## src/rtl/sweep_controller_pkg.sv

```systemverilog
// Shared definitions for the sweep controller: FSM state encoding, sweep
// mode constants and the width of the downstream counter it drives.
package sweep_controller_pkg;

    localparam int CNT_W = 4;

    localparam logic MODE_SINGLE   = 1'b0;
    localparam logic MODE_PINGPONG = 1'b1;

    typedef enum logic [2:0] {
        SWEEP_IDLE,
        SWEEP_LOAD,
        SWEEP_UP,
        SWEEP_DOWN,
        SWEEP_DONE
    } sweep_state_t;

endpackage

```

## src/rtl/sweep_controller.sv

```systemverilog
// Sweep sequencer placed in front of the 4-bit loadable up/down counter.
// On start it loads the counter with lo, counts up to hi and, in ping-pong
// mode, back down to lo for PASSES round trips. The counter value is read
// back on count_in to decide when each leg of the sweep ends.
module sweep_controller
    import sweep_controller_pkg::*;
#(
    parameter int PASSES = 1
) (
    input  logic             clk,
    input  logic             rst,
    input  logic             start,
    input  logic             abort,
    input  logic             hold,
    input  logic             mode,
    input  logic [CNT_W-1:0] lo,
    input  logic [CNT_W-1:0] hi,
    input  logic [CNT_W-1:0] count_in,
    output logic             en,
    output logic             load,
    output logic             up_down_count,
    output logic [CNT_W-1:0] load_value,
    output logic             busy,
    output logic             done,
    output logic             err
);

    localparam int                PASS_W   = $clog2(PASSES + 1);
    localparam logic [PASS_W-1:0] PASSES_V = PASS_W'(PASSES);

    sweep_state_t      state_q, state_d;
    logic [PASS_W-1:0] pass_q, pass_d;
    logic [CNT_W-1:0]  lo_q, lo_d;
    logic [CNT_W-1:0]  hi_q, hi_d;
    logic              mode_q, mode_d;
    logic              err_q, err_d;

    logic [CNT_W-1:0]  hi_m1;
    logic [CNT_W-1:0]  lo_p1;
    logic [PASS_W-1:0] pass_inc;

    // Next-state logic: abort wins, hold freezes everything, otherwise sequence the sweep.
    always_comb begin
        state_d  = state_q;
        pass_d   = pass_q;
        lo_d     = lo_q;
        hi_d     = hi_q;
        mode_d   = mode_q;
        err_d    = err_q;
        // lo_q < hi_q holds whenever these are used, so neither can wrap.
        hi_m1    = hi_q - 1'b1;
        lo_p1    = lo_q + 1'b1;
        pass_inc = pass_q + 1'b1;

        if (abort && (state_q != SWEEP_IDLE)) begin
            state_d = SWEEP_IDLE;
        end else if (!hold) begin
            case (state_q)
                SWEEP_IDLE: begin
                    if (start) begin
                        lo_d   = lo;
                        hi_d   = hi;
                        mode_d = mode;
                        pass_d = '0;
                        err_d  = (lo >= hi);
                        // An empty or inverted range completes at once, flagged as an error.
                        state_d = (lo >= hi) ? SWEEP_DONE : SWEEP_LOAD;
                    end
                end
                SWEEP_LOAD: begin
                    state_d = SWEEP_UP;
                end
                SWEEP_UP: begin
                    // The counter lands on hi_q on the same edge that leaves UP.
                    if (count_in == hi_m1) begin
                        state_d = (mode_q == MODE_PINGPONG) ? SWEEP_DOWN : SWEEP_DONE;
                    end
                end
                SWEEP_DOWN: begin
                    // The counter lands on lo_q on the edge that closes a round trip.
                    if (count_in == lo_p1) begin
                        pass_d  = pass_inc;
                        state_d = (pass_inc == PASSES_V) ? SWEEP_DONE : SWEEP_UP;
                    end
                end
                SWEEP_DONE: begin
                    state_d = SWEEP_IDLE;
                end
                default: begin
                    state_d = SWEEP_IDLE;
                end
            endcase
        end
    end

    // State and latched-request registers with asynchronous active-low reset.
    always_ff @(posedge clk or negedge rst) begin
        if (!rst) begin
            state_q <= SWEEP_IDLE;
            pass_q  <= '0;
            lo_q    <= '0;
            hi_q    <= '0;
            mode_q  <= MODE_SINGLE;
            err_q   <= 1'b0;
        end else begin
            state_q <= state_d;
            pass_q  <= pass_d;
            lo_q    <= lo_d;
            hi_q    <= hi_d;
            mode_q  <= mode_d;
            err_q   <= err_d;
        end
    end

    // Counter control decoded from state; hold gates the enable so the counter freezes too.
    assign en            = ((state_q == SWEEP_LOAD) || (state_q == SWEEP_UP) ||
                            (state_q == SWEEP_DOWN)) && !hold;
    assign load          = (state_q == SWEEP_LOAD) && !hold;
    assign up_down_count = (state_q != SWEEP_DOWN);
    assign load_value    = lo_q;
    assign busy          = (state_q != SWEEP_IDLE);
    assign done          = (state_q == SWEEP_DONE);
    assign err           = (state_q == SWEEP_DONE) && err_q;

endmodule

```

## config.mk

```make
export PLATFORM = sky130hd
export DESIGN_NAME = sweep_controller
export DESIGN_NICKNAME = d
export VERILOG_FILES = /design/src/rtl/sweep_controller_pkg.sv /design/src/rtl/sweep_controller.sv
export SDC_FILE = /design/constraint.sdc
export NUM_CORES = 1
export LEC_CHECK = 0
export CORE_MARGIN = 1
export CORE_UTILIZATION = 47
export DETAILED_ROUTE_END_ITERATION = 8
export PLACE_DENSITY = 0.78
export REMOVE_ABC_BUFFERS = 1
export SETUP_SLACK_MARGIN = 0.1
export SLEW_MARGIN = 40
export SYNTH_ARGS = -nofsm -noshare
export SYNTH_HDL_FRONTEND = slang
export SYNTH_SLANG_ARGS = --single-unit
export TNS_END_PERCENT = 5
```

## constraint.sdc

```tcl
create_clock -name clk -period 2.2 [get_ports clk]
set_input_delay 0.22 -clock clk [delete_from_list [all_inputs] [get_ports clk]]
set_output_delay 0.22 -clock clk [all_outputs]
set_load 0.01 [all_outputs]
```

* Yosys cells after proc, flatten, opt, wreduce, memory -nomap -nowiden
Index checks and enable logic that the tools add are counted.
** Storage, ports and cells
- Flip-flop bits (word level) :: 14
- Logic and storage cells :: 50
** Operators by class
- $add $sub $neg :: 3
- Magnitude comparators :: 1
- Eq/ne operators :: 13
- Multiplexer cells :: 12
- Bitwise gates (word level) :: 2
- Reductions and logical operators :: 13
** Operators by type and width (number)
- 3-bit two-way mux :: 8
- 3-bit one-hot mux with 4 select lines :: 1
- 3-bit != test, second input constant :: 3
- 4-bit == test :: 2
- 4-bit AND reduction :: 2
- 3-bit by 2-bit == test with 1-bit output, second input constant :: 2
- 5-bit AND reduction :: 1
- 4-bit by 1-bit adder with 4-bit output, second input constant :: 1
- 4-bit >= comparator :: 1
- 1-bit logical AND :: 4
- 2-bit != test, second input constant :: 2
- 4-bit by 1-bit subtractor with 4-bit output, second input constant :: 1
- 3-bit by 1-bit == test with 1-bit output, second input constant :: 1
- 3-bit == test, second input constant :: 1
- 3-bit logical NOT :: 1
- 3-bit by 2-bit != test with 1-bit output, second input constant :: 1
- 3-bit nonzero test :: 1
- 1-bit logical OR :: 2
- 1-bit two-way mux :: 2
- 2-bit by 1-bit != test with 1-bit output, second input constant :: 1
- 1-bit inverter :: 2
- 1-bit one-hot mux with 2 select lines :: 1
- 2-bit nonzero test :: 1
- 1-bit adder, second input constant :: 1
- 1-bit logical NOT :: 1

* Longest topological paths before layout
- Word-level depth :: 6
- Depth in mapped cells :: 7
- Mapped depth without buffers :: 7

* Worst setup path before layout
Ideal clock, no wire load.
- Path kind :: register to register
- Start :: register hi_q[0]
- End :: register state_q[2]
- Arrival :: 1.593 ns
- Data required time :: 2.067 ns
- Path slack :: 0.473 ns
- Stages on the path, launching flop included :: 8
- Path buffers :: 0
- Clock period less this slack :: 1.727 ns
- Path through :: dfrtp_1 -> inv_1 -> ha_1 -> xor2_1 -> nand2_1 -> o311a_1 -> o311ai_2 -> o31ai_2
** Between the ends
- Cells in the longest elaborated chain, start to end :: 4
** RTL lines
- start, declared :: RTL line sweep_controller.sv:34 : logic [CNT_W-1:0] hi_q, hi_d;
- start signal, assigned :: RTL line sweep_controller.sv:109 : hi_q <= hi_d;
- 4-bit by 1-bit subtractor with 4-bit output :: RTL line sweep_controller.sv:51 : hi_m1 = hi_q - 1'b1;
- 4-bit == test :: RTL line sweep_controller.sv:75 : if (count_in == hi_m1) begin
- 3-bit != test (no source line)
- 4-bit AND reduction (no source line)
- end signal, assigned :: RTL line sweep_controller.sv:106 : state_q <= state_d;
- end, declared :: RTL line sweep_controller.sv:31 : sweep_state_t state_q, state_d;
Every way passes these cells.
A chain may end at the register's enable or synchronous reset.

* Worst setup path after layout
- Start :: register state_q[1]
- End :: output err
** Between the ends
- Cells in the longest elaborated chain, start to end :: 2
** RTL lines
- 3-bit == test :: RTL line sweep_controller.sv:123 : assign err = (state_q == SWEEP_DONE) && err_q;
- 1-bit logical AND :: RTL line sweep_controller.sv:123
- end, declared :: RTL line sweep_controller.sv:25 : output logic err
Every way passes these cells.

==> impl_metrics.toml <==
[outcome]
outcome = "complete, no violations"

[clock_network]
clkTransAtPathRegs_ns = 0.09
cts-htree-levels = 1
clock_sinks = 14
cts-root-buf = "clkbuf_4"
clockBufferDepth = 2
clk_latency_ns = 0.28
cts_tree = "built"
cts_buffers = 3

[floorplanning]
die_h_um = 48.92
fp-row-count = 16
die_area_um2 = 2393
die_x_um = 48.92
pin_count = 28
core_um2 = 2022
start_util_pct = 51.18

[detailed_routing]
drc = 0
drtIter0Drc = 15
drtPass1Iterations = 3
post_drt_via_cell_ratio = 5.497
drt-wirelength-per-cell_um = 14.03
dr_total_vias = 885
drtAntennaViolNets = 0
drt_wl_total_mm = 2.259

[pwr]
pwr-share-clk_pct = 9.9
seq_power_share_pct = 34.9
p_sw_share_pct = 41.70
vdd_drop_max_mv = 0.6266
p_int_uw = 875.0
p_switching_uw = 625.9
total_power_uw = 1501
p_leak_uw = 0.0005640
power_density_nw_per_um2 = 1130
combinationalPowerShare_pct = 55.2

[place]
portBuffers = 27
dp_hpwl_mm = 1.733
place.gp.congestion = 0.8619

[timing]
hold_viol_final = 0
period_share_pct = 91.21
rsz0062_at_grt = "false"
tns_ns = 0
finalClockSkew_ns = 0.003609
worst_slew_pin_slew_ns = 0.7016
fmax_mhz = 498.3
slew_headroom_pct = 53.08
drv_slew = 0
setup_viol = 0
finalCriticalPeriod_ns = 2.007
hold_slack_ns = 0.3544

[critical_path]
timing.rr.end = "state_q[2]$_DFFE_PN0P_"
crit_type = "flop to output port"
cp_max_fo = 13
r2r_setup_slack_ns = 0.34
required_ns = 1.98
start_kind = "flop"
reg2reg_from = "hi_q[0]$_DFFE_PN0P_"
reg2regPathDepth = 7
end_kind = "output port"
arrival_ns = 1.79

[cells_and_area]
final_cell_mix = "clkdlybuf4s50_1 (27), dfrtp_1 (14), inv_1 (9), xnor2_1 (8)"
layout_commonest_cell = "clkdlybuf4s50_1"
drive_gt1_share_pct = 12.69
area_delta_synth_final_pct = 28.42
multi_input_area_um2 = 610.6
nets = 160
n_fill_cell = 173
seqCellArea_um2 = 350.3
n_antenna_cell = 0

[grt]
antenna_found_initial = 0
grt_pass1_wl_mm = 3.691
grt_max_degree = 16
grt_pass1_vias = 849
overflow = 0
grt_usage_pct = 20.03

[synthesis]
yosysTopAreaCell = "dfrtp_1"
netlist_instances = 107
netlist_area_um2 = 1035
ys_seq_area_share_pct = 33.86
synth.avg_cell_area_um2 = 9.670
synth_area_leaders = "dfrtp_1 (34%), ha_1 (7.3%), xnor2_1 (6.8%)"
ys_seq_elements = 14
ys_warn_count = 0
synth_top_area_share_pct = 33.86
synth.distinct_cells = 38

[worst_hold_path]
hold_class = "primary input to asynchronous set/reset pin"

[job]
max_cap_viol_count = 0
-- state kept, by name (all words and copies together), names as in the netlist --
signal and flops:
state_q 3, pass_q 1, hi_q 4, load_value 4, err_q 1, mode_q 1
-- cell usage after synthesis, drive strengths merged --
master and n:
dfrtp 14, inv 9, xnor2 8, nand2 7, o21ai 7, ha 6, a21oi 5, mux2 5
nor2 5, nand3 4, nor3 4, xor2 4, and3 3, clkbuf 3, a21o 2, o311ai 2
o31ai 2, a2111o 1, a311oi 1, a31oi 1, a41o 1, a41oi 1, and2 1, buf 1
mux2i 1, nand2b 1, nand3b 1, nand4 1, nor3b 1, o311a 1, o31a 1, o32ai 1
or2 1, or3 1
-- area by class of cell --
cell class | count | area share [%]
repair buffers | 28 | 20.90
well taps | 27 | 2.542
clock buffers | 3 | 1.695
multi-input cells | 80 | 45.95
inverters | 9 | 2.542
flip-flops and latches | 14 | 26.37
-- per-layer routing --
metal  GRT usage (%)  vias up  routed length [µm]
met2           33.56       13                1111
met5               0        -                   0
met1           26.65      426                1070
met4           7.353        0                  21
met3           1.869        4                  55
li1                -      442                   -
-- critical path: stages, from the launching register on --
cell	delay [ns]
dfrtp_1	0.54
nor2_2	0.25
and3_1	0.19
clkdlybuf4s50_1	0.52
-- repair_timing --
action / in CTS / in global routing
hold endpoints to repair: 0 / 0
setup endpoints to repair: 0 / 3
hold buffers: 0 / 0
gates resized for setup: 0 / 1
buffers inserted: 0 / 0
-- worst max path at each step --
stage / from / endpoint / slack [ns] / cells past startpoint
2_1_floorplan: hi_q[0]$_DFFE_PN0P_ / state_q[2]$_DFFE_PN0P_ / 0.47 / 7
3_3_place_gp: lo[0] / state_q[2]$_DFFE_PN0P_ / 0.26 / 8
3_5_place_dp: lo[0] / state_q[0]$_DFFE_PN0P_ / 0.18 / 8
4_1_cts: state_q[1]$_DFFE_PN0P_ / err / 0.12 / 3
5_1_grt: state_q[1]$_DFFE_PN0P_ / err / 0.11 / 3
6_report: state_q[1]$_DFFE_PN0P_ / err / 0.19 / 3
-- cells by family (layout without fill, tap and decap cells) --
group,count (synthesis),in the layout,synth area share [%]
compound gates,26,26,19.47
flops,14,14,33.86
buf+inv,13,40,7.376
fa+ha+maj,6,6,7.255
xor+xnor,12,12,10.16
mux,6,6,6.408
simple gates,30,30,15.48
-- power groups by stage --
| stage | Sequential (µW) | Clock [µW] | Combinational [µW] |
|---|---|---|---|
| floorplan | 504 | 0 | 528 |
| global route | 543 | 160 | 902 |
| global placement | 519 | 0 | 800 |
| CTS | 518 | 149 | 830 |
| detailed placement | 523 | 0 | 825 |
| finish | 524 | 149 | 828 |
-- metrics by stage --
step	setup slack (ns)	utilization (%)	cells	area, µm²
after global routing	0.1079	65.72	161	1329
after detailed placement	0.1845	64.48	158	1304
after CTS	0.1249	65.59	161	1326
after floorplan	0.4731	-	103	992.2
final	0.1934	65.72	161	1329
after global placement	0.2573	64.48	158	1304
No activity file was read; power rests on OpenSTA's default activity.
==> patch 1, RTL diff (same flow settings) <==
`lo_q` and `hi_q` no longer have a reset.
--- a/src/rtl/sweep_controller.sv
+++ b/src/rtl/sweep_controller.sv
@@ -98,18 +98,19 @@
         if (!rst) begin
             state_q <= SWEEP_IDLE;
             pass_q  <= '0;
-            lo_q    <= '0;
-            hi_q    <= '0;
             mode_q  <= MODE_SINGLE;
             err_q   <= 1'b0;
         end else begin
             state_q <= state_d;
             pass_q  <= pass_d;
-            lo_q    <= lo_d;
-            hi_q    <= hi_d;
             mode_q  <= mode_d;
             err_q   <= err_d;
         end
+    end
+
+    always_ff @(posedge clk) begin
+        lo_q <= lo_d;
+        hi_q <= hi_d;
     end
 
     // Counter control decoded from state; hold gates the enable so the counter freezes too.
Formal check against the unedited RTL: not equivalent (Yosys sat finds a counterexample within 4 cycles, from zero or initial values and one cycle with rst low).
==> patch 1 against the original RTL <==
Via count fell by 11%. Design area fell by 3.3%. Wire length fell by 17%. Combinational power fell by 36%. Setup slack improved by 62 ps. Area after synthesis fell by 5.8%. Count of clock-buffer cells in the layout rose by 1. Largest power group unchanged. Register-to-register slack improved by 160 ps. Fmax rose by 3.2%. Sequential cell count did not move. Total power fell by 23%.
==> patch 1: results (changes against the original RTL) <==
Parameter                              Value

Status
  Run status    complete, no violations

Yosys
  Number of warning messages in the yosys log    0 (unchanged)
  EDFF count, synth    8 (+8)
  Sequential fraction of the synthesis area    40.1% (+6.2 points)
  Library cells used by synthesis    40 (+5.3%)
  Leading cell types by total area after synthesis    edfxtp_1, dfrtp_1, xnor2_1
  Synth top cells by count    xnor2_1, edfxtp_1, inv_1
  Fraction of registers with async set or reset after synthesis    42.9% (-57 points)

Clocking
  Number of gates given a new drive strength after cts    0 (unchanged)
  Clock H-tree levels    1 (unchanged)
  Setup repair bufs after CTS    0 (unchanged)
  Clock latency on the worst-skew pair    290 ps
  Max Root-Sink Buffers    2 (unchanged)
  CTS Root Cell    clkbuf_4
  Register clock-pin slew on the reported worst setup and hold paths    100 ps
  Total clock buffers created by CTS    3 (unchanged)

Timing
  Relative max-transition margin    68.1% (+15 points)
  Clock skew    9.26 ps (+5.65 ps)

Setup path
  Crit-path leading delay family    flip-flops
  Crit path largest cell delay    510 ps (-30 ps)
  Critical path fanouts, max    12 (-1)
  Crit. End Element    primary output
  Slowest cell on the critical path    dfrtp_1

Drt
  Routed vias/inst    5.33 (-3.0%)
  Number of DRC markers after the initial detailed-route iteration    23 (+8)
  Number of optimization iterations in the first detailed-route pass    4 (+1)
  Final wirelength    1.88 mm (-17%)

Global route
  Antenna violations before repair    0 (unchanged)
  Via count of the first global-routing pass    642 (-24%)
  Largest net degree at the start of global routing    13 (-3)
  Wire length of the first global-routing pass    2.88 mm (-22%)
  Global-route total usage across every layer    18.8% (-1.3 points)

Power and ir drop
  Lkg Pwr    0.498 nW (-12%)
  Largest voltage drop on the vdd net    0.620 mV (-1.0%)

Finish
  Fraction of layout instances using a drive strength above 1    11.7% (-1.0 points)
  Layout Nets    145 (-9.4%)
  Diodes inserted    0 (unchanged)

Place
  Dpl hpwl    1.52 mm (-13%)
  Worst slack, placed    107 ps (-77.2 ps)
  Global placement routability congestion    0.830 (-3.7%)
  Placed standard-cell area    1250 um2 (-4.2%)
  Number of I/O port buffers    27 (unchanged)

Worst hold path
  Hold WC Path Type    primary input to asynchronous set/reset pin
[patch 1: cell types whose count changed in the layout (fill, tap and decap cells not counted), moves of 2 or more]
cell,unedited run,this run
mux2_2,5,1
o211ai_1,0,2
edfxtp_1,0,8
xor2_1,4,2
o311ai_2,2,0
o21ai_0,7,3
dfrtp_1,14,6
nand2_1,7,2
xnor2_1,8,10
a21oi_1,5,0
[patch 1: layout make-up]
cell class | instances | area (um2)
sequential | 14 | 390
fill | 182 | 677
clock buffer | 4 | 36.3
timing repair buffer | 28 | 278
tap | 27 | 33.8
multi-input combinational | 66 | 517
inverter | 8 | 30.0
[patch 1: metal layers]
metal	routed length [um]	GRT usage [%]	vias to the layer above	part of all wire, %
li1	-	-	391	-
met1	891	26.0	375	47
met2	906	28.8	15	48
met3	65	4.53	3	3.5
met4	19	6.67	0	1.0
met5	0	0	-	0
[patch 1: final timing paths]
check / endpoint / cells past startpoint / slack, ps / from
worst max-delay path: busy / 2 / 260 / state_q[2]
worst min-delay path: pass_q / 1 / 160 / rst
worst max register to register: mode_q / 3 / 500 / state_q[0]
worst min register to register: err_q / 1 / 490 / err_q
max in group asynchronous: err_q / 1 / 1820 / rst
min in group clk: err_q / 1 / 490 / err_q
[patch 1: logic make-up after synthesis]
logic type | Yosys count | synth area share (%)
muxes | 2 | 2.18
xor gates and xnor gates | 12 | 10.8
and+or+nand+nor | 31 | 19.4
buffers and inverters | 13 | 6.93
AOI/OAI and AO/OA | 15 | 13.0
adders and majority gates | 6 | 7.70
DFF | 14 | 40.1
[patch 1: power breakdown]
part	leakage, nW	switching (mW)	internal [mW]
Combinational	0.326	0.237	0.293
Clock	0.0210	0.0924	0.101
Sequential	0.151	0.0847	0.349
[patch 1: through the flow]
| stage | util [%] | total power, mW | hold WS, ps | std cells |
|---|---|---|---|---|
| floorplan | - | 0.757 | -75.6 | 88 |
| global placement | 63.6 | 0.957 | 475 | 143 |
| detailed placement | 63.6 | 0.971 | 475 | 143 |
| CTS | 65.5 | 1.16 | 173 | 147 |
| global route | 65.5 | 1.23 | 177 | 147 |
| finish | 65.5 | 1.16 | 159 | 147 |
[patch 1: worst reg2reg max path, stage by stage (launching register included)]
cell	delay [ps]
dfrtp_1	470
nor2_1	240
and3_1	500
mux2_2	390
==> patch 2, RTL diff (same settings) <==
Without the edit above. `CNT_W`: 4 -> 3.
--- a/src/rtl/sweep_controller_pkg.sv
+++ b/src/rtl/sweep_controller_pkg.sv
@@ -2,7 +2,7 @@
 // mode constants and the width of the downstream counter it drives.
 package sweep_controller_pkg;
 
-    localparam int CNT_W = 4;
+    localparam int CNT_W = 3;
 
     localparam logic MODE_SINGLE   = 1'b0;
     localparam logic MODE_PINGPONG = 1'b1;
Ports: changed (resized count_in, hi, lo and load_value); port bits go from 28 to 24. The function was not compared with the original's and may differ.
==> patch 2 against the original RTL <==
Total power fell by 13%. Wire length fell by 16%. Global-route usage rose by 0.53 points. Area after synthesis fell by 17%. Setup slack improved by 42 ps. Sequential cell count fell by 2. Hold slack got worse by 57 ps. Design area fell by 14%.
==> patch 2: results (changes against the original RTL) <==
Parameter                              Value

Yosys
  Library cells used by synthesis    37 (-2.6%)
  Synth top cells by count    dfrtp_1, inv_1, nand2_1
  Fraction of registers with async set or reset after synthesis    100% (unchanged)
  Number of warning messages in the yosys log    0 (unchanged)
  Leading cell types by total area after synthesis    dfrtp_1, ha_1, mux2_2
  Sequential fraction of the synthesis area    35.1% (+1.3 points)
  Syn Area/Cell    10.1 um2 (+4.0%)

Power and ir drop
  Net switching power of the design    0.480 mW (-23%)
  Largest voltage drop on the vdd net    0.611 mV (-2.5%)
  Sequential cell fraction of total power    31.9% (-3.0 points)
  Lkg Pwr    0.527 nW (-6.6%)

Setup path
  Worst reg2reg setup slack    250 ps (-90 ps)
  Crit path largest cell delay    530 ps
  Count of cells along the worst register-to-register path    6 (-1)
  Slowest cell on the critical path    clkdlybuf4s50_1
  Reg-to-Reg End    state_q[1]
  Critical path fanouts, max    7 (-6)
  Crit-path leading delay family    buffers and inverters

Finish
  Fraction of layout instances using a drive strength above 1    15.5% (+2.8 points)
  Filler cells    134 (-23%)
  Layout Nets    131 (-18%)
  Diodes inserted    0 (unchanged)

Clocking
  Number of gates given a new drive strength after cts    0 (unchanged)
  Register clock-pin slew on the reported worst setup and hold paths    80 ps
  Max Root-Sink Buffers    2 (unchanged)
  CTS Root Cell    clkbuf_4
  Clock H-tree levels    1 (unchanged)
  Setup repair bufs after CTS    0 (unchanged)
  Clock latency on the worst-skew pair    280 ps (about the same)

Place
  Global placement routability congestion    0.844 (-2.0%)
  Placed standard-cell area    1110 um2 (-15%)
  Worst slack, placed    221 ps (+36.6 ps)
  Dpl hpwl    1.45 mm (-16%)
  Number of I/O port buffers    23 (-15%)
  Post-placement cell count    131 (-17%)

Drt
  Routed vias/inst    5.40 (-1.8%)
  Avg WL per Cell    14.0 um (-0.22%)
  Total number of vias    729 (-18%)
  Number of optimization iterations in the first detailed-route pass    4 (+1)
  Number of DRC markers after the initial detailed-route iteration    18 (+3)

Status
  Run status    complete, no violations

Global route
  Largest net degree at the start of global routing    13 (-3)
  Via count of the first global-routing pass    633 (-25%)
  Wire length of the first global-routing pass    2.92 mm (-21%)
  Global-route total usage across every layer    20.6% (+0.53 points)
  Antenna violations before repair    0 (unchanged)

Timing
  Hold Slack    297 ps (-57.1 ps)
  Clock skew    1.31 ps (-2.30 ps)
  Relative max-transition margin    62.2% (+9.1 points)

Worst hold path
  Hold WC Path Type    primary input to asynchronous set/reset pin
==> patch 2: cells by family after synthesis <==
| group | count (synthesis) | share of synthesized area, % |
|---|---|---|
| AO/OA/AOI/OAI | 17 | 15.1 |
| XOR/XNOR | 6 | 9.52 |
| adder cells (fa/ha/maj) | 5 | 7.32 |
| buffers and inverters | 11 | 5.27 |
| flip-flops | 12 | 35.1 |
| multiplexers | 8 | 10.1 |
| AND/OR/NAND/NOR | 26 | 17.6 |
==> patch 2: routing by layer <==
metal  routed length [um]  track usage, %
met3                   70            3.67
met2                  906            30.6
met5                    0               0
met4                   39            9.09
met1                  873            29.1
==> patch 2: area by class of cell <==
type | instances | area (um2) | area share (%)
Multi-Input combinational cell | 62 | 509 | 44.3
Sequential cell | 12 | 300 | 26.1
Timing Repair Buffer | 25 | 245 | 21.4
Clock buffer | 4 | 36.3 | 3.16
Tap cell | 25 | 31.3 | 2.72
Inverter | 7 | 26.3 | 2.29
==> patch 2: worst max path at each step <==
stage / start / to / slack [ps] / cells after the start
after floorplan: load_value[0] / state_q[2] / 410 / 5
after global placement: count_in[2] / state_q[0] / 300 / 5
after detailed placement: count_in[2] / state_q[1] / 220 / 5
after CTS: hi_q[0] / state_q[1] / 230 / 6
after global routing: state_q[1] / err / 160 / 3
final: state_q[1] / err / 240 / 3
==> patch 2: power groups by stage <==
| stage | Clock [mW] | Sequential [mW] | Combinational [mW] |
|---|---|---|---|
| 2_1_floorplan | 0 | 0.413 | 0.434 |
| 3_3_place_gp | 0 | 0.409 | 0.688 |
| 3_5_place_dp | 0 | 0.419 | 0.705 |
| 4_1_cts | 0.183 | 0.414 | 0.713 |
| 5_1_grt | 0.192 | 0.426 | 0.768 |
| 6_report | 0.182 | 0.417 | 0.706 |
